--- src/rtl/mem_read_sequencer_if.sv ---
`default_nettype none
// +--------------------------------------------------------------------+
// | mem_read_sequencer_if: requester/memory handshake and datapath     |
// | strobes of the word-read sequencer.            Revision: 1.0       |
// +--------------------------------------------------------------------+
interface mem_read_sequencer_if;
  logic req;
  logic memrdy;
  logic ldaddr;
  logic rst2;
  logic memrd;
  logic ldden;
  logic incc2;
  logic ready;
  logic err;
  logic busy;

  modport master (
    input  req, memrdy,
    output ldaddr, rst2, memrd, ldden, incc2, ready, err, busy
  );

  modport slave (
    output req, memrdy,
    input  ldaddr, rst2, memrd, ldden, incc2, ready, err, busy
  );
endinterface
`default_nettype wire

--- src/rtl/mem_read_sequencer.sv ---
`default_nettype none
// +--------------------------------------------------------------------+
// | mem_read_sequencer: Moore FSM sequencing four byte reads from an   |
// | 8-bit memory into the 32-bit datapath.         Revision: 1.0       |
// +--------------------------------------------------------------------+
module mem_read_sequencer #(
  parameter int WAIT_CYCLES = 2,
  parameter int TIMEOUT     = 15
) (
  input  logic                   clk,
  input  logic                   rst,
  mem_read_sequencer_if.master   bus
);

  localparam logic [3:0] c_wait_max = 4'(WAIT_CYCLES);
  localparam logic [7:0] c_timeout  = 8'(TIMEOUT);

  typedef enum logic [2:0] {
    ST_IDLE = 3'd0,
    ST_LOAD = 3'd1,
    ST_WAIT = 3'd2,
    ST_CAPT = 3'd3,
    ST_NEXT = 3'd4,
    ST_DONE = 3'd5,
    ST_ERR  = 3'd6
  } state_t;

  state_t     r_state;
  state_t     w_next;
  logic [1:0] r_bidx;
  logic [3:0] r_wcnt;
  logic [7:0] r_tcnt;

  always_ff @(posedge clk) begin
    if (!rst) begin
      r_state <= ST_IDLE;
    end else begin
      r_state <= w_next;
    end
  end

  always_ff @(posedge clk) begin
    if (!rst) begin
      r_bidx <= 2'd0;
      r_wcnt <= 4'd0;
      r_tcnt <= 8'd0;
    end else begin
      case (r_state)
        ST_IDLE: begin
          if (bus.req) begin
            r_bidx <= 2'd0;
          end
        end
        ST_LOAD: begin
          r_wcnt <= 4'd0;
          r_tcnt <= 8'd0;
        end
        ST_WAIT: begin
          if (r_wcnt != c_wait_max) begin
            r_wcnt <= r_wcnt + 4'd1;
          end
          r_tcnt <= r_tcnt + 8'd1;
        end
        ST_NEXT: begin
          if (r_bidx != 2'd3) begin
            r_bidx <= r_bidx + 2'd1;
            r_wcnt <= 4'd0;
            r_tcnt <= 8'd0;
          end
        end
        default: ;
      endcase
    end
  end

  // Outputs depend on r_state only; inputs steer the next state alone.
  always_comb begin
    w_next     = r_state;
    bus.ldaddr = 1'b0;
    bus.rst2   = 1'b0;
    bus.memrd  = 1'b0;
    bus.ldden  = 1'b0;
    bus.incc2  = 1'b0;
    bus.ready  = 1'b0;
    bus.err    = 1'b0;
    bus.busy   = 1'b1;
    case (r_state)
      ST_IDLE: begin
        bus.busy = 1'b0;
        if (bus.req) begin
          w_next = ST_LOAD;
        end
      end
      ST_LOAD: begin
        bus.ldaddr = 1'b1;
        bus.rst2   = 1'b1;
        w_next     = ST_WAIT;
      end
      ST_WAIT: begin
        bus.memrd = 1'b1;
        if ((r_wcnt == c_wait_max) && bus.memrdy) begin
          w_next = ST_CAPT;
        end else if (r_tcnt == c_timeout) begin
          w_next = ST_ERR;
        end
      end
      ST_CAPT: begin
        bus.memrd = 1'b1;
        bus.ldden = 1'b1;
        w_next    = ST_NEXT;
      end
      ST_NEXT: begin
        bus.incc2 = 1'b1;
        w_next    = (r_bidx == 2'd3) ? ST_DONE : ST_WAIT;
      end
      ST_DONE: begin
        bus.ready = 1'b1;
        w_next    = ST_IDLE;
      end
      ST_ERR: begin
        bus.err = 1'b1;
        w_next  = ST_IDLE;
      end
      default: begin
        bus.busy = 1'b0;
        w_next   = ST_IDLE;
      end
    endcase
  end

endmodule
`default_nettype wire

--- src/flat_wrapper.sv ---
// flat-port wrapper written by rule: the top's interface ports become plain ports
module mem_read_sequencer_flat 
#(
  parameter int WAIT_CYCLES = 2,
  parameter int TIMEOUT     = 15
)
  (clk, rst, bus_req, bus_memrdy, bus_ldaddr, bus_rst2, bus_memrd, bus_ldden, bus_incc2, bus_ready, bus_err, bus_busy);
  mem_read_sequencer_if bus_i ();
  input  logic clk;
  input  logic rst;
  input wire logic [$bits(bus_i.req)-1:0] bus_req;
  input wire logic [$bits(bus_i.memrdy)-1:0] bus_memrdy;
  output wire logic [$bits(bus_i.ldaddr)-1:0] bus_ldaddr;
  output wire logic [$bits(bus_i.rst2)-1:0] bus_rst2;
  output wire logic [$bits(bus_i.memrd)-1:0] bus_memrd;
  output wire logic [$bits(bus_i.ldden)-1:0] bus_ldden;
  output wire logic [$bits(bus_i.incc2)-1:0] bus_incc2;
  output wire logic [$bits(bus_i.ready)-1:0] bus_ready;
  output wire logic [$bits(bus_i.err)-1:0] bus_err;
  output wire logic [$bits(bus_i.busy)-1:0] bus_busy;
  assign bus_i.req = bus_req;
  assign bus_i.memrdy = bus_memrdy;
  assign bus_ldaddr = bus_i.ldaddr;
  assign bus_rst2 = bus_i.rst2;
  assign bus_memrd = bus_i.memrd;
  assign bus_ldden = bus_i.ldden;
  assign bus_incc2 = bus_i.incc2;
  assign bus_ready = bus_i.ready;
  assign bus_err = bus_i.err;
  assign bus_busy = bus_i.busy;
  mem_read_sequencer #(.WAIT_CYCLES(WAIT_CYCLES), .TIMEOUT(TIMEOUT)) u_core (.clk(clk), .rst(rst), .bus(bus_i));
endmodule
--- config.mk ---
export PLATFORM = sky130hd
export DESIGN_NAME = mem_read_sequencer_flat
export DESIGN_NICKNAME = d
export VERILOG_FILES = /design/src/rtl/mem_read_sequencer_if.sv /design/src/rtl/mem_read_sequencer.sv /design/src/flat_wrapper.sv
export SDC_FILE = /design/constraint.sdc
export NUM_CORES = 1
export LEC_CHECK = 0
export CAP_MARGIN = 20
export CORE_MARGIN = 3
export CORE_UTILIZATION = 60
export DETAILED_ROUTE_END_ITERATION = 7
export DONT_BUFFER_PORTS = 1
export PLACE_DENSITY = 0.86
export SKIP_LAST_GASP = 1
export SLEW_MARGIN = 20
export SYNTH_ARGS = -nofsm -noshare
export SYNTH_HDL_FRONTEND = slang
export SYNTH_SLANG_ARGS = --single-unit
--- constraint.sdc ---
create_clock -name clk -period 2.9 [get_ports clk]
set_clock_uncertainty 0.15 [all_clocks]
set_input_delay 0.58 -clock clk [delete_from_list [all_inputs] [get_ports clk]]
set_output_delay 0.58 -clock clk [all_outputs]
set_load 0.005 [all_outputs]
# Word level (Yosys, flattened, before mapping)
# Index checks and enable logic that the tools add are counted.
# W data, S select, Z words.
# totals
ff_bits	17
output_inout_bits	8
# op_classes
reduce_logical	10
n_eq_ne	15
mux	20
add_sub_neg	3
# op_table
operator	count
$pmux W8 S3	1
$pmux W3 S5	1
$mux W3	4
$pmux W4 S3	1
$eq A3 B3 Y1 const B	3
$add A8 B1 Y8 const B	1
$eq A8 B4 Y1 const B	1
$mux W4	2
$mux W8	1
$mux W1	7
$eq A3 B2 Y1 const B	2
$reduce_and A3 Y1	2
$reduce_or A6 Y1	1
$add A4 B1 Y4 const B	1
$eq A4 B2 Y1 const B	1
$mux W2	2
$ne A2 B1 Y1 const B	2
$ne A2 B2 Y1 const B	2
$ne A4 B2 Y1 const B	1
$pmux W2 S2	1
$reduce_and A2 Y1	2
$eq A3 B1 Y1 const B	1
$logic_not A3 Y1	1
$ne A3 B1 Y1 const B	1
other kinds (6)	6

# Longest topological paths before layout
# Gate-level depths: netlist (run 1).
# depth
depth_word	4
mapped_depth	6

# Least setup slack after synthesis (run 1)
# Ideal clock, no wire load.
# synth_timing
path_kind	register -> register
startpoint	register u_core.r_bidx[0]
endpoint	register u_core.r_tcnt[7]
t_arrival_ps	1813
path_buffers	0
setup_time_ps	74
path_stages_with_launch	6
path_slack_ps	863
cell_sequence	dfxtp_1 > ha_1 > or4b_4 > o21a_2 > or4_1 > a21oi_1
# synth_via
elab_chain_len	3
# synth_rtl
element	line_no	rtl
from (decl)	mem_read_sequencer.sv:30	logic [1:0] r_bidx;
from (signal assigned)	mem_read_sequencer.sv:66	r_bidx <= r_bidx + 2'd1;
$ne A2 B2 Y1	mem_read_sequencer.sv:65	if (r_bidx != 2'd3) begin
$ne A2 B1 Y1 (no source line)	-	
$reduce_and A2 Y1 (no source line)	-	
to (signal assigned)	mem_read_sequencer.sv:62	r_tcnt <= r_tcnt + 8'd1;
to (decl)	mem_read_sequencer.sv:32	logic [7:0] r_tcnt;
# Every way passes these cells.
# A chain may end at the register's enable or synchronous reset.

# Worst setup path in the final report (run 1)
# layout_timing
startpoint	register u_core.r_state[0]
endpoint	output bus_ldaddr
# layout_via
elab_chain_len	2
# layout_rtl
element	line_no	rtl
from (decl)	mem_read_sequencer.sv:28	state_t r_state;
from (signal assigned)	mem_read_sequencer.sv:38	r_state <= w_next;
$eq A3 B1 Y1	mem_read_sequencer.sv:87	case (r_state)
$mux W1	mem_read_sequencer.sv:87	
to (decl)	flat_wrapper.sv:13	output wire logic [$bits(bus_i.ldaddr)-1:0] bus_ldaddr;
# Every way passes these cells.

==> results of run 1 <==
## cell type report
type,count,share of cell area [%]
clock inverters,1,0.5175
well taps,15,1.940
clock buffers,3,2.329
multi-input cells,89,58.09
flip-flops and latches,17,35.19
inverters,5,1.940
## power by group through the flow
stage / Clock [mW] / Sequential [mW] / Combinational (mW)
floorplan: 0 / 0.265 / 0.0941
global placement: 0 / 0.277 / 0.0940
detailed placement: 0 / 0.278 / 0.0965
CTS: 0.132 / 0.273 / 0.0974
global route: 0.141 / 0.277 / 0.109
finish: 0.127 / 0.274 / 0.0978
## critical path, delay by kind of cell, from the launching register on
kind	cells	cell delay [ns]
buffers and inverters	1	0.12
flip-flops	1	0.59
AND/OR/NAND/NOR	1	0.53
## registers in the layout, indices dropped and copies added, names as in the netlist
name	count
u_core.r_tcnt	8
u_core.r_wcnt	4
u_core.r_state	3
u_core.r_bidx	2
## cells in the final DEF (no fill, tap or decap), types with 4 or more instances in the layout
master	count
sky130_fd_sc_hd__ha_1	4
sky130_fd_sc_hd__or3_1	4
sky130_fd_sc_hd__dfxtp_1	17
sky130_fd_sc_hd__inv_1	5
sky130_fd_sc_hd__nand2_1	11
sky130_fd_sc_hd__a21oi_1	9
sky130_fd_sc_hd__nor2_1	9
sky130_fd_sc_hd__nand3_1	4
sky130_fd_sc_hd__o21ai_0	9
sky130_fd_sc_hd__nor2b_1	4
## final timing paths
| path | endpoint | slack [ns] | depth (start not counted) |
|---|---|---|---|
| max | bus_ldaddr | 0.64 | 2 |
| min | u_core.r_bidx[0]$_SDFFE_PN0P_ | 0.27 | 1 |
| max reg2reg | u_core.r_tcnt[7]$_SDFFE_PN0P_ | 0.65 | 4 |
| min reg2reg | u_core.r_wcnt[3]$_SDFFE_PN0P_ | 0.32 | 1 |
## routing by layer
layer / vias to the layer above / part of all wire (%)
met5: - / 0
met4: 0 / 0.53
met3: 2 / 5.8
met2: 23 / 45
met1: 387 / 48
li1: 424 / -
## through the flow
step	instance area [µm²]	power, mW	hold WS, ns	cells	util, %
2_1_floorplan	943.4	0.3591	0.2817	116	-
3_3_place_gp	939.7	0.3705	0.3004	126	67.96
5_1_grt	967.2	0.5274	0.2591	130	69.95
6_report	967.2	0.4985	0.2673	130	69.95
4_1_cts	967.2	0.5028	0.2594	130	69.95
3_5_place_dp	939.7	0.3746	0.3024	126	67.96
## kinds of logic after synthesis
family,share of synthesized area (%)
AO/OA/AOI/OAI,19.50
AND/OR/NAND/NOR,31.96
flip-flops,36.07
XOR/XNOR,2.786
adder cells (fa/ha/maj),5.305
buffers and inverters,4.377
==> impl_metrics.toml, run 1 <==
[power_and_ir_drop]
cell_internal_pwr_mw = 0.3365
power.share.combinational_pct = 19.6
proportion_of_power_drawn_by_flip_flops_and_latches_pct = 55.0
vdd_drop_max_v = 0.0004205
switching_share_pct = 32.50
netSwitchingPower_mw = 0.1620
power_per_cell_area_mw_per_mm2 = 515.4
p_leak_nw = 0.3563
clkPwrFrac_pct = 25.4

[critical_path]
slowest_stage = "sky130_fd_sc_hd__dfxtp_1"
crit_required_ns = 2.17
setup.worst_path.start_class = "register"
path_max_fanout = 14
worst_setup_path_startpoint = "u_core.r_state[0]$_SDFFE_PN0P_"
timing.setup.critical_path_class = "register to primary output"
critPathCaptureType = "primary output"
critPathArrivalTime_ns = 1.53
crit_path_cell_trace = "or3b_2 > inv_1"
timing.critical_path.slowest_cell_delay_ns = 0.59
reg2reg_from = "u_core.r_state[2]$_SDFFE_PN0P_"

[yosys]
synthCells = 116
synth_edf_count = 0
synthMostInstantiatedCell = "sky130_fd_sc_hd__dfxtp_1"
synth.ff_latch_count = 17
synthTopCellsByCount = "17 x sky130_fd_sc_hd__dfxtp_1, 11 x sky130_fd_sc_hd__nand2_1, 9 x sky130_fd_sc_hd__a21oi_1, 9 x sky130_fd_sc_hd__nor2_1, 9 x sky130_fd_sc_hd__o21ai_0"
post_synth_instance_area_um2 = 943.4
yosys_warnings = 0
yosys.cell_types.count = 36
ys.flop_type = "sky130_fd_sc_hd__dfxtp_1"
synthesis.nets = 124
yosys.area.top_type_share_pct = 36.07
postSynth.asyncResetShare_pct = 0
syn_area_per_cell_um2 = 8.133
synth_top_cells_by_area = "sky130_fd_sc_hd__dfxtp_1 36%, sky130_fd_sc_hd__ha_1 5.3%, sky130_fd_sc_hd__a21oi_1 4.8%, sky130_fd_sc_hd__o21ai_0 4.8%, sky130_fd_sc_hd__nand2_1 4.4%"
synth.largest_area_cell = "sky130_fd_sc_hd__dfxtp_1"
synth.yosys.seq_area_share_pct = 36.07

[final_layout]
layout-drive-gt1-share_pct = 6.957
area.sequential_um2 = 340.3
num-nets-final = 124
area_growth_pct = 2.520
antenna_cells_inserted = 0
nFillCells = 119
multiInputGateArea_um2 = 561.8

[global_route]
global_route.overflow_total = 0
grt_most_used_layer = "met2"
grt.met3_usage_pct = 7.510
pin_count_of_the_biggest_net_entering_global_routing = 18
antenna_found_initial = 0
grt_util_met1_pct = 27.03
grtUsageMet2_pct = 31.20
grt.total_usage_pct = 20.47
vias_in_the_first_global_route = 708
grt_pass1_wl_um = 3098

[status]
status = "completed"

[clocking]
post_cts.resized_instances = 0
insertion_delay_ns = 0.29
cts.root.buffer_cell = "sky130_fd_sc_hd__clkbuf_4"
cts_hold_buffers = 0
cts_buffers = 3
clock_net_sink_count = 17
cts_htree_levels = 1
cts_setup_buffers = 0
clock_tree_from_tritoncts = "yes"
buffer_depth_of_the_longest_clock_path = 2
clock_pin_slew_of_the_registers_on_the_worst_case_setup_and_hold_paths_ns = 0.10

[sta]
drv_slew = 0
setup_violations = 0
fmaxAchievable_ghz = 0.4424
timing.final.ws_setup_ns = 0.6397
timing.final.crit_share_pct = 77.94
slew_headroom_pct = 57.74
post-route-min-period_ns = 2.260
worst_slew_pin_slew_ns = 0.6325
timing.setup.tns_ns = 0
report.final.hold_viol_count = 0
grt_setup_unrepaired = "false"

[min_path]
hold_start = "rst"
hold_path.class = "primary input to register"

[die]
core_ar_mm2 = 0.001383
fp.dieArea_mm2 = 0.002084
start_util_pct = 68.24
design.portCount = 12
die_width_um = 45.65
std_cell_rows = 13
die_height_um = 45.65

[placement]
count_of_input_and_output_buffers = 0
place_ws_ns = 0.6749
dpl.hpwl_um = 1329
routabilityCongestion = 0.8618

[routing]
wirelength_um = 1872
num_vias = 836
post_drt_via_cell_ratio = 6.431
drc = 0
post_drt_wl_per_cell_um = 14.40
dr.pass1.iters = 4
drtIter0Drc = 21
ant_nets = 0

[flow_run]
maxCapViolations = 0
Power figures use the tool's default switching activity.
==> run 2, diff against run 1 <==
- clock period: 2.9 -> 2.35 ns (I/O delays scaled with it)
==> run 2 against run 1 <==
Total power is 27% higher. Via count is 1.6% higher. Cell count is 2.3% higher. Utilization is 1.6 points higher. Routed wire length is 3.8% higher. Critical path depth is 3 higher. Flip-flop and latch count stayed put. Clock power is 29% higher. Global-route usage is 3.1 points higher.
==> impl_metrics.toml, run 2 (same netlist as run 1, synthesis figures left out) <==
[critical_path]
path_max_fanout = 16
worst_setup_path_startpoint = "u_core.r_bidx[0]$_SDFFE_PN0P_"
critPathCaptureType = "register"
timing.critical_path.slowest_cell_delay_ns = 0.53
critPathArrivalTime_ns = 2.34
timing.setup.critical_path_class = "register to register"
crit_family = "simple AND/OR/NAND/NOR gates"
crit_required_ns = 2.43
cp_num_buf_inv = 0
slowest_stage = "sky130_fd_sc_hd__or4b_4"
setup.worst_path.start_class = "register"
crit_path_cell_trace = "ha_1 > or4b_4 > o21a_2 > or4_1 > a21oi_1"
reg2reg_from = "u_core.r_bidx[0]$_SDFFE_PN0P_"

[clocking]
cts_htree_levels = 1
cts_hold_buffers = 0
insertion_delay_ns = 0.31
buffer_depth_of_the_longest_clock_path = 2
clock_net_sink_count = 17
cts.root.buffer_cell = "sky130_fd_sc_hd__clkbuf_4"
clock_pin_slew_of_the_registers_on_the_worst_case_setup_and_hold_paths_ns = 0.11
cts_buffers = 3
cts_setup_buffers = 0
clock_tree_from_tritoncts = "yes"
post_cts.resized_instances = 0

[die]
fp.dieArea_mm2 = 0.002084
start_util_pct = 68.24
die_height_um = 45.65
design.portCount = 12
die_width_um = 45.65
std_cell_rows = 13
core_ar_mm2 = 0.001383

[global_route]
global_route.overflow_total = 0
grt.total_usage_pct = 23.52
grt_pass1_wl_um = 3401
antenna_found_initial = 0
pin_count_of_the_biggest_net_entering_global_routing = 17
vias_in_the_first_global_route = 755

[routing]
met2_wirelength_um = 898
routed.top_layer = "met4"
post_drt_wl_per_cell_um = 14.62
num_vias = 849
drtIter0Drc = 25
drc = 0
ant_nets = 0
routed-wl-met3_um = 116
wirelength_um = 1944
dr.pass1.iters = 4
post_drt_via_cell_ratio = 6.383
met1Wirelength_um = 889

[sta]
worst_slew_pin_slew_ns = 0.6192
drv_slew = 0
timing.setup.tns_ns = 0
post-route-min-period_ns = 2.256
grt_setup_unrepaired = "false"
report.final.hold_viol_count = 0
fmaxAchievable_ghz = 0.4433
timing.final.crit_share_pct = 95.98
setup_violations = 0
slew_headroom_pct = 58.29

[final_layout]
area.sequential_um2 = 340.3
num-nets-final = 127
most-common-layout-cells = "17 x sky130_fd_sc_hd__dfxtp_1, 11 x sky130_fd_sc_hd__nand2_1, 9 x sky130_fd_sc_hd__nor2_1, 9 x sky130_fd_sc_hd__o21ai_0, 9 x sky130_fd_sc_hd__a21oi_1"
area_growth_pct = 4.907
nFillCells = 112
final_cells = 133
max_flop_register = "u_core.r_tcnt"
mostFrequentLayoutCell = "sky130_fd_sc_hd__dfxtp_1"
fin_area_um2 = 989.7
layout-drive-gt1-share_pct = 9.322
number_of_flip_flops_in_the_largest_register = 8
post_route_core_utilization_pct = 71.58
antenna_cells_inserted = 0
multiInputGateArea_um2 = 561.8
largestRegisters = "u_core.r_tcnt: 8 flops, u_core.r_wcnt: 4 flops, u_core.r_state: 3 flops"

[placement]
post_place_cells = 129
placedInstanceArea_um2 = 962.2
count_of_input_and_output_buffers = 0
dpl.hpwl_um = 1373
routabilityCongestion = 0.8195

[flow_run]
maxCapViolations = 0

[power_and_ir_drop]
power_per_cell_area_mw_per_mm2 = 637.6
p_leak_nw = 0.3722
vdd_drop_max_v = 0.0004377
total_power_mw = 0.6311

[min_path]
hold_start = "rst"
hold_path.class = "primary input to register"

[status]
status = "completed"
-- run 2: worst paths after layout --
| kind | to | depth (start not counted) | slack (ns) |
|---|---|---|---|
| setup / recovery | u_core.r_tcnt[7]$_SDFFE_PN0P_ | 5 | 0.09 |
| hold / removal | u_core.r_bidx[0]$_SDFFE_PN0P_ | 1 | 0.13 |
| setup reg to reg | u_core.r_tcnt[7]$_SDFFE_PN0P_ | 5 | 0.09 |
| hold reg to reg | u_core.r_bidx[1]$_SDFFE_PN0P_ | 2 | 0.34 |
-- run 2: power by group --
part	internal, mW	leakage, nW	switching, mW
registers	0.305	0.138	0.0174
logic	0.0542	0.217	0.0906
clock network	0.0637	0.0177	0.101
-- run 2: worst reg2reg max path: stages, from the launching register on --
cell and delay (ns):
sky130_fd_sc_hd__dfxtp_1 0.34, sky130_fd_sc_hd__ha_1 0.26, sky130_fd_sc_hd__or4b_4 0.53, sky130_fd_sc_hd__o21a_2 0.23, sky130_fd_sc_hd__or4_1 0.52, sky130_fd_sc_hd__a21oi_1 0.15
-- run 2: layer usage --
| metal | up-vias | GRT usage [%] |
|---|---|---|
| li1 | 424 | - |
| met1 | 392 | 28.64 |
| met2 | 26 | 35.65 |
| met3 | 7 | 9.091 |
| met4 | 0 | 11.70 |
| met5 | - | 0 |
-- run 2: area by class of cell --
type,instances,share of cell area [%]
Clock buffer,3,2.276
Clock inverter,1,0.5057
Inverter,5,1.896
Multi-Input combinational cell,89,56.76
Sequential cell,17,34.39
Tap cell,15,1.896
Timing Repair Buffer,3,2.276
-- run 2: per-stage QoR --
step | hold WS (ns) | worst slack (ns)
finish | 0.1339 | 0.09443
global route | 0.1179 | 0.03097
CTS | 0.1209 | 0.09722
detailed placement | 0.3279 | 0.1461
global placement | 0.2987 | 0.2138
floorplan | 0.2817 | 0.3134
